<file path="src/rtl/proc_pkg.sv">
// proc_pkg: shared definitions for the program feeder.
//   - opcode constants for the instruction word
//   - bit positions of the opcode, X and Y fields
//   - feeder FSM state type
//   - opcode() helper that extracts the opcode field from a word
package proc_pkg;

  localparam logic [2:0] OP_MV  = 3'b000;
  localparam logic [2:0] OP_MVI = 3'b001;
  localparam logic [2:0] OP_ADD = 3'b010;
  localparam logic [2:0] OP_SUB = 3'b011;

  // Instruction field positions: opcode [15:13], X [12:10], Y [9:7].
  localparam int OPC_HI = 15;
  localparam int OPC_LO = 13;
  localparam int X_HI   = 12;
  localparam int X_LO   = 10;
  localparam int Y_HI   = 9;
  localparam int Y_LO   = 7;

  typedef enum logic [2:0] {IDLE, FETCH, ISSUE, IMM, WAIT} feeder_state_t;

  function automatic logic [2:0] opcode(input logic [15:0] w);
    return w[OPC_HI:OPC_LO];
  endfunction

endpackage

</file>
<file path="src/rtl/prog_ram.sv">
// prog_ram: DEPTH x 16 program store.
//   clk, rst       : clock; rst (sync, high) clears only the read register
//   we/waddr/wdata : synchronous write port
//   re/raddr       : read enable and address; data appears next cycle
//   rdata          : registered read data, held whenever re is low
module prog_ram #(
  parameter int DEPTH = 32,
  parameter int AW    = $clog2(DEPTH)
) (
  input  logic          clk,
  input  logic          rst,
  input  logic          we,
  input  logic [AW-1:0] waddr,
  input  logic [15:0]   wdata,
  input  logic          re,
  input  logic [AW-1:0] raddr,
  output logic [15:0]   rdata
);

  logic [15:0] mem [DEPTH];

  // Storage has no reset; contents survive a Reset of the feeder.
  always_ff @(posedge clk) begin
    if (we) mem[waddr] <= wdata;
  end

  always_ff @(posedge clk) begin
    if (rst)     rdata <= '0;
    else if (re) rdata <= mem[raddr];
  end

endmodule

</file>
<file path="src/rtl/proc_feeder.sv">
// proc_feeder: program sequencer feeding the processor core.
// Walks program RAM from address 0 to the latched last address, presenting
// each instruction on DIN with Run high, supplying the immediate word the
// cycle after an mvi, and waiting for the core's Done before advancing.
//   Clock, Reset        : clock, synchronous active-high reset
//   Load_en/addr/data   : program RAM write (IDLE only)
//   Start, Last_addr    : begin a run over 0..Last_addr (IDLE only)
//   Done                : core instruction-complete strobe
//   DIN, Run, Busy, Pc  : word to core, instruction in flight, not IDLE, address
//   Finished            : one-cycle pulse after the last instruction completes
// Optional: define PROC_FEEDER_WDOG_EN to add parameter WDOG_CYC and a sticky
// Error output raised when Done does not arrive within WDOG_CYC cycles.
module proc_feeder
  import proc_pkg::*;
#(
  parameter int DEPTH = 32,
  parameter int AW    = $clog2(DEPTH)
`ifdef PROC_FEEDER_WDOG_EN
  ,
  parameter int WDOG_CYC = 15
`endif
) (
  input  logic          Clock,
  input  logic          Reset,
  input  logic          Load_en,
  input  logic [AW-1:0] Load_addr,
  input  logic [15:0]   Load_data,
  input  logic          Start,
  input  logic [AW-1:0] Last_addr,
  input  logic          Done,
  output logic [15:0]   DIN,
  output logic          Run,
  output logic          Busy,
  output logic          Finished,
`ifdef PROC_FEEDER_WDOG_EN
  output logic          Error,
`endif
  output logic [AW-1:0] Pc
);

  feeder_state_t state;
  logic [AW-1:0] last_q;
  logic          step2_q;   // current instruction occupies two words (mvi)
  logic          rd_en;
  logic [AW-1:0] rd_addr;
  logic          wr_en;
  logic [AW:0]   nxt;       // one extra bit so Pc+step past DEPTH-1 still compares

`ifdef PROC_FEEDER_WDOG_EN
  localparam int CW = $clog2(WDOG_CYC + 1);
  logic [CW-1:0] wd_cnt;
  logic          err_q;
  assign Error = err_q;
`endif

  assign wr_en = Load_en && (state == IDLE);

  always_comb begin
    rd_en   = (state == FETCH) || (state == ISSUE);
    // ISSUE prefetches the word after the instruction (immediate for mvi).
    rd_addr = (state == ISSUE) ? (Pc + AW'(1)) : Pc;
    nxt     = {1'b0, Pc} + (step2_q ? (AW+1)'(2) : (AW+1)'(1));
  end

  prog_ram #(.DEPTH(DEPTH), .AW(AW)) u_ram (
    .clk   (Clock),
    .rst   (Reset),
    .we    (wr_en),
    .waddr (Load_addr),
    .wdata (Load_data),
    .re    (rd_en),
    .raddr (rd_addr),
    .rdata (DIN)
  );

  always_ff @(posedge Clock) begin
    if (Reset) begin
      state    <= IDLE;
      Pc       <= '0;
      last_q   <= '0;
      step2_q  <= 1'b0;
      Run      <= 1'b0;
      Busy     <= 1'b0;
      Finished <= 1'b0;
`ifdef PROC_FEEDER_WDOG_EN
      wd_cnt   <= '0;
      err_q    <= 1'b0;
`endif
    end else begin
      Finished <= 1'b0;
      case (state)
        IDLE: if (Start) begin
          last_q <= Last_addr;
          Pc     <= '0;
          Busy   <= 1'b1;
          state  <= FETCH;
`ifdef PROC_FEEDER_WDOG_EN
          err_q  <= 1'b0;
`endif
        end
        FETCH: begin
          Run   <= 1'b1;
          state <= ISSUE;
`ifdef PROC_FEEDER_WDOG_EN
          wd_cnt <= '0;
`endif
        end
        ISSUE: begin
          // DIN holds the instruction word here; Done is not looked at.
          step2_q <= (opcode(DIN) == OP_MVI);
          state   <= (opcode(DIN) == OP_MVI) ? IMM : WAIT;
        end
        IMM, WAIT: begin
          if (Done) begin
            Run <= 1'b0;
            if (nxt > {1'b0, last_q}) begin
              Pc       <= '0;
              Busy     <= 1'b0;
              Finished <= 1'b1;
              state    <= IDLE;
            end else begin
              Pc    <= nxt[AW-1:0];
              state <= FETCH;
            end
          end else begin
            state <= WAIT;
`ifdef PROC_FEEDER_WDOG_EN
            if (wd_cnt == CW'(WDOG_CYC - 1)) begin
              err_q <= 1'b1;
              Pc    <= '0;
              Run   <= 1'b0;
              Busy  <= 1'b0;
              state <= IDLE;
            end else begin
              wd_cnt <= wd_cnt + CW'(1);
            end
`endif
          end
        end
        default: state <= IDLE;
      endcase
    end
  end

endmodule

</file>
<file path="config.mk">
export PLATFORM = sky130hd
export DESIGN_NAME = proc_feeder
export DESIGN_NICKNAME = d
export VERILOG_FILES = /design/src/rtl/proc_pkg.sv /design/src/rtl/prog_ram.sv /design/src/rtl/proc_feeder.sv
export SDC_FILE = /design/constraint.sdc
export NUM_CORES = 1
export LEC_CHECK = 0
export CAP_MARGIN = 20
export CORE_ASPECT_RATIO = 1.1
export CORE_UTILIZATION = 40
export DETAILED_ROUTE_END_ITERATION = 6
export PLACE_DENSITY = 0.69
export SLEW_MARGIN = 20
export SYNTH_ARGS = -nofsm -noshare
export SYNTH_HDL_FRONTEND = slang
export SYNTH_SLANG_ARGS = --single-unit
</file>
<file path="constraint.sdc">
create_clock -name Clock -period 2.8 [get_ports Clock]
set_clock_uncertainty 0.05 [all_clocks]
set_input_delay 0.28 -clock Clock [delete_from_list [all_inputs] [get_ports Clock]]
set_output_delay 0.28 -clock Clock [all_outputs]
set_load 0.01 [all_outputs]
</file>
==> metrics.yaml <==
run_status:
  status: "completed"
finish:
  final_core_util: 0.494
  fill_cells: 4568
  antennaDiodeCount: 0
  num-nets-final: 1809
  drive_gt1_frac: 0.218
  syn2layout_area_growth_pct: 21.4
timing:
  layout_min_cycle_time_ps: 2770
  slew_headroom: 0.447
  report.final.setup_viol: 0
  max_freq_mhz: 360
  final_hold_viol_count: 0
  post-route-period-util: 0.991
  hold_slack_ps: 248
  fin_tns_setup_ps: 0
  maxSlewViolCount: 0
  worst_pin_slew_ps: 830
  rsz0062_at_grt: "yes"
drt:
  avgViaCountPerCell: 5.76
  dr.pass1.iters: 6
  route.vias.total: 14706
  ant_nets: 0
  wl_mm: 59.7
  drtIter0Drc: 1773
  drcViolationCount: 0
  wire_per_inst_um: 23.4
power_and_ir_drop:
  p_leak_nw: 9.04
  internal_power_w: 0.0133
  switching_share: 0.222
  power_w: 0.0172
  clkPwrFrac: 0.394
  p_comb_frac: 0.074
  seq_power_share: 0.531
  p_switching_w: 0.00381
  ir_drop_mv: 0.422
  p_per_area_mw_per_mm2: 616
floorplan:
  fp.dieW_um: 230
  io_pins: 55
  start_util: 0.407
  core_area_mm2: 0.0564
  dieArea_mm2: 0.0583
  rows: 91
  die_y_um: 253
grt:
  grt_first_pass_wirelength_mm: 88.9
  grt_max_degree: 55
  grt_usage: 0.204
  grt_overflow: 0
  grt_pass1_vias: 14255
  grt_antenna_before_repair: 0
critical_path:
  critical_path.max_stage_delay_ps: 610
  path_class: "reg -> reg"
  crit_family: "compound AO/OA/AOI/OAI gates"
  endpoint: "u_ram.rdata[4]"
  crit_fanout: 13
  critPathLaunchType: "register"
  cp.required_ps: 3280
  worstSetupEndpointType: "register"
  worstPathArrival_ps: 3250
  ff2ff_setup_slack_ps: 30
  crit_path_frequent_cell: "buf_4"
  crit_cells: 10
  slowest_stage: "a2111oi_4"
  startpoint: "state[2]"
  ff2ff_path_depth: 10
  cp_cell_sequence: "buf_4, or3b_4, nand2_1, o21ai_1, buf_4, buf_6, a32oi_2, o221ai_2, a2111oi_4, a2bb2oi_2"
  cp_num_buf_inv: 3
  reg2reg_from: "state[2]"
  r2r-end: "u_ram.rdata[4]"
yosys:
  synthArstFlopShare: 0
  ys.flop_type: "edfxtp_1"
  synth.avg_cell_area_um2: 14.4
  synth_nets: 1637
  yosys_warnings: 0
  synth.distinct_cells: 58
  syn_area_mm2: 0.0229
  ys_seq_elements: 545
  synth_seq_area_share: 0.699
  syn_inst: 1597
  synth_edf_count: 512
cts:
  clk_path_buf_depth: 3
  clock_latency_ps: 610
  postCtsHoldBufs: 0
  clock_sinks: 545
  clk_pin_slew_ps: 60
  htreeDepth: 2
  cts_made_buffers: 52
  cts_tree: "done"
  clockRootBuffer: "clkbuf_16"
run:
  drv_cap: 0
placed_design:
  gp_congestion: 0.877
  port_buffers: 54
  dp_hpwl_mm: 37.5
hold_path:
  hp-class: "in -> reg"
cell type report:
class                   count  area (µm²)  share of cell area
clock buffers              68        1400              0.0504
inverters                   7        26.3            0.000943
clock inverters            25         211             0.00759
flip-flops and latches    545       16000               0.576
well taps                 744         931              0.0334
multi-input cells         947        6940               0.249
repair buffers            216        2300              0.0826
cell usage in the layout (no fill, tap or decap), types with 5 or more instances in the layout:
| cell | n |
|---|---|
| edfxtp_1 | 512 |
| nand2_1 | 325 |
| nor2_1 | 151 |
| buf_4 | 113 |
| nand3_1 | 88 |
| mux4_2 | 83 |
| clkbuf_16 | 54 |
| clkdlybuf4s50_1 | 54 |
| a21oi_1 | 44 |
| buf_12 | 37 |
| mux2i_1 | 36 |
| dfxtp_1 | 30 |
| a31oi_1 | 27 |
| a32oi_1 | 24 |
| o221ai_2 | 14 |
| clkbuf_1 | 13 |
| and2_1 | 11 |
| a2bb2oi_1 | 9 |
| a32oi_2 | 9 |
| clkinv_1 | 9 |
| clkinv_2 | 9 |
| a2111oi_4 | 8 |
| inv_1 | 7 |
| a22oi_1 | 7 |
| nand3b_1 | 6 |
| buf_6 | 6 |
| xnor2_1 | 5 |
| a21oi_2 | 5 |
| o21ai_1 | 5 |
| nor2_2 | 5 |
| a2111o_1 | 5 |
| ha_1 | 5 |
worst min path at each step:
| stage | from | endpoint | slack (ps) | depth (start not counted) |
|---|---|---|---|---|
| after floorplan | Load_data[0] | u_ram.mem[0][0] | 330 | 0 |
| after global placement | Run | Run | 420 | 2 |
| after detailed placement | Run | Run | 430 | 2 |
| after CTS | Last_addr[2] | last_q[2] | 220 | 3 |
| after global routing | Last_addr[3] | last_q[3] | 250 | 3 |
| final | Last_addr[4] | last_q[4] | 250 | 3 |
repair_timing:
item                                    in CTS  in global routing
gates resized for setup                     40                 44
pin swaps                                   17                 20
gates cloned                                 0                  1
hold endpoints to repair                     0                  0
buffers inserted                             5                  5
endpoints found under the setup margin      15                 23
cells in the mapped netlist (5+ instances only):
cell       count  area [µm²]
edfxtp_1     512       15400
nand2_1      325        1220
nor2_1       156         586
nand3_1       88         440
mux4_2        83        1870
clkbuf_1      49         184
a21oi_1       47         235
mux2i_1       37         370
a32oi_1       33         289
dfxtp_1       33         661
buf_2         32         160
a31oi_1       29         181
o221ai_1      15         131
a2bb2oi_1     11        96.3
and2_1        11        68.8
a2111oi_0     10        87.6
a22oi_1        9        67.6
buf_1          8        30.0
ha_1           8         100
inv_1          7        26.3
buf_4          6        45.0
nand3b_1       6        45.0
xnor2_1        6        52.6
a2111o_1       5        56.3
o21ai_0        5        25.0
cells by family after synthesis:
| logic type | Yosys count | share of synthesized area |
|---|---|---|
| AO/OA/AOI/OAI | 182 | 0.0568 |
| XOR/XNOR | 11 | 0.00534 |
| adder cells (fa/ha/maj) | 9 | 0.00524 |
| buffers and inverters | 105 | 0.0209 |
| flip-flops | 545 | 0.699 |
| multiplexers | 123 | 0.0991 |
| AND/OR/NAND/NOR | 622 | 0.114 |
sequential cells by signal, summed over array words and instances (netlist names):
register,count
step2_q,1
Pc,5
u_ram.mem,512
Run,1
last_q,5
Busy,1
state,3
Finished,1
u_ram.rdata,16
through the flow:
stage	setup slack (ps)	cell area (µm²)	cells
6_report	25.3	27800	2552
5_1_grt	-31.8	27800	2552
4_1_cts	6.04	27500	2547
3_5_place_dp	-662	25600	2449
3_3_place_gp	-1030	25600	2448
2_1_floorplan	106	22900	1597
power groups by stage:
stage	registers, W	logic (W)	clock network (W)
after floorplan	0.00927	0.000499	0
after global placement	0.00928	0.00115	0
after detailed placement	0.00928	0.00118	0
after CTS	0.00911	0.00123	0.00684
after global routing	0.00912	0.00135	0.00712
final	0.00911	0.00127	0.00677
routing by layer:
layer	routed length, µm	up-vias	track usage
met5	0	-	0
met1	23600	7423	0.277
li1	-	6411	-
met3	5310	118	0.0316
met4	2440	0	0.0863
met2	28300	754	0.326
worst min-delay path: stages:
cell             delay (ps)
clkdlybuf4s50_1         400
a21oi_1                 120
nor2_1                   50
Power figures use the tool's default switching activity.
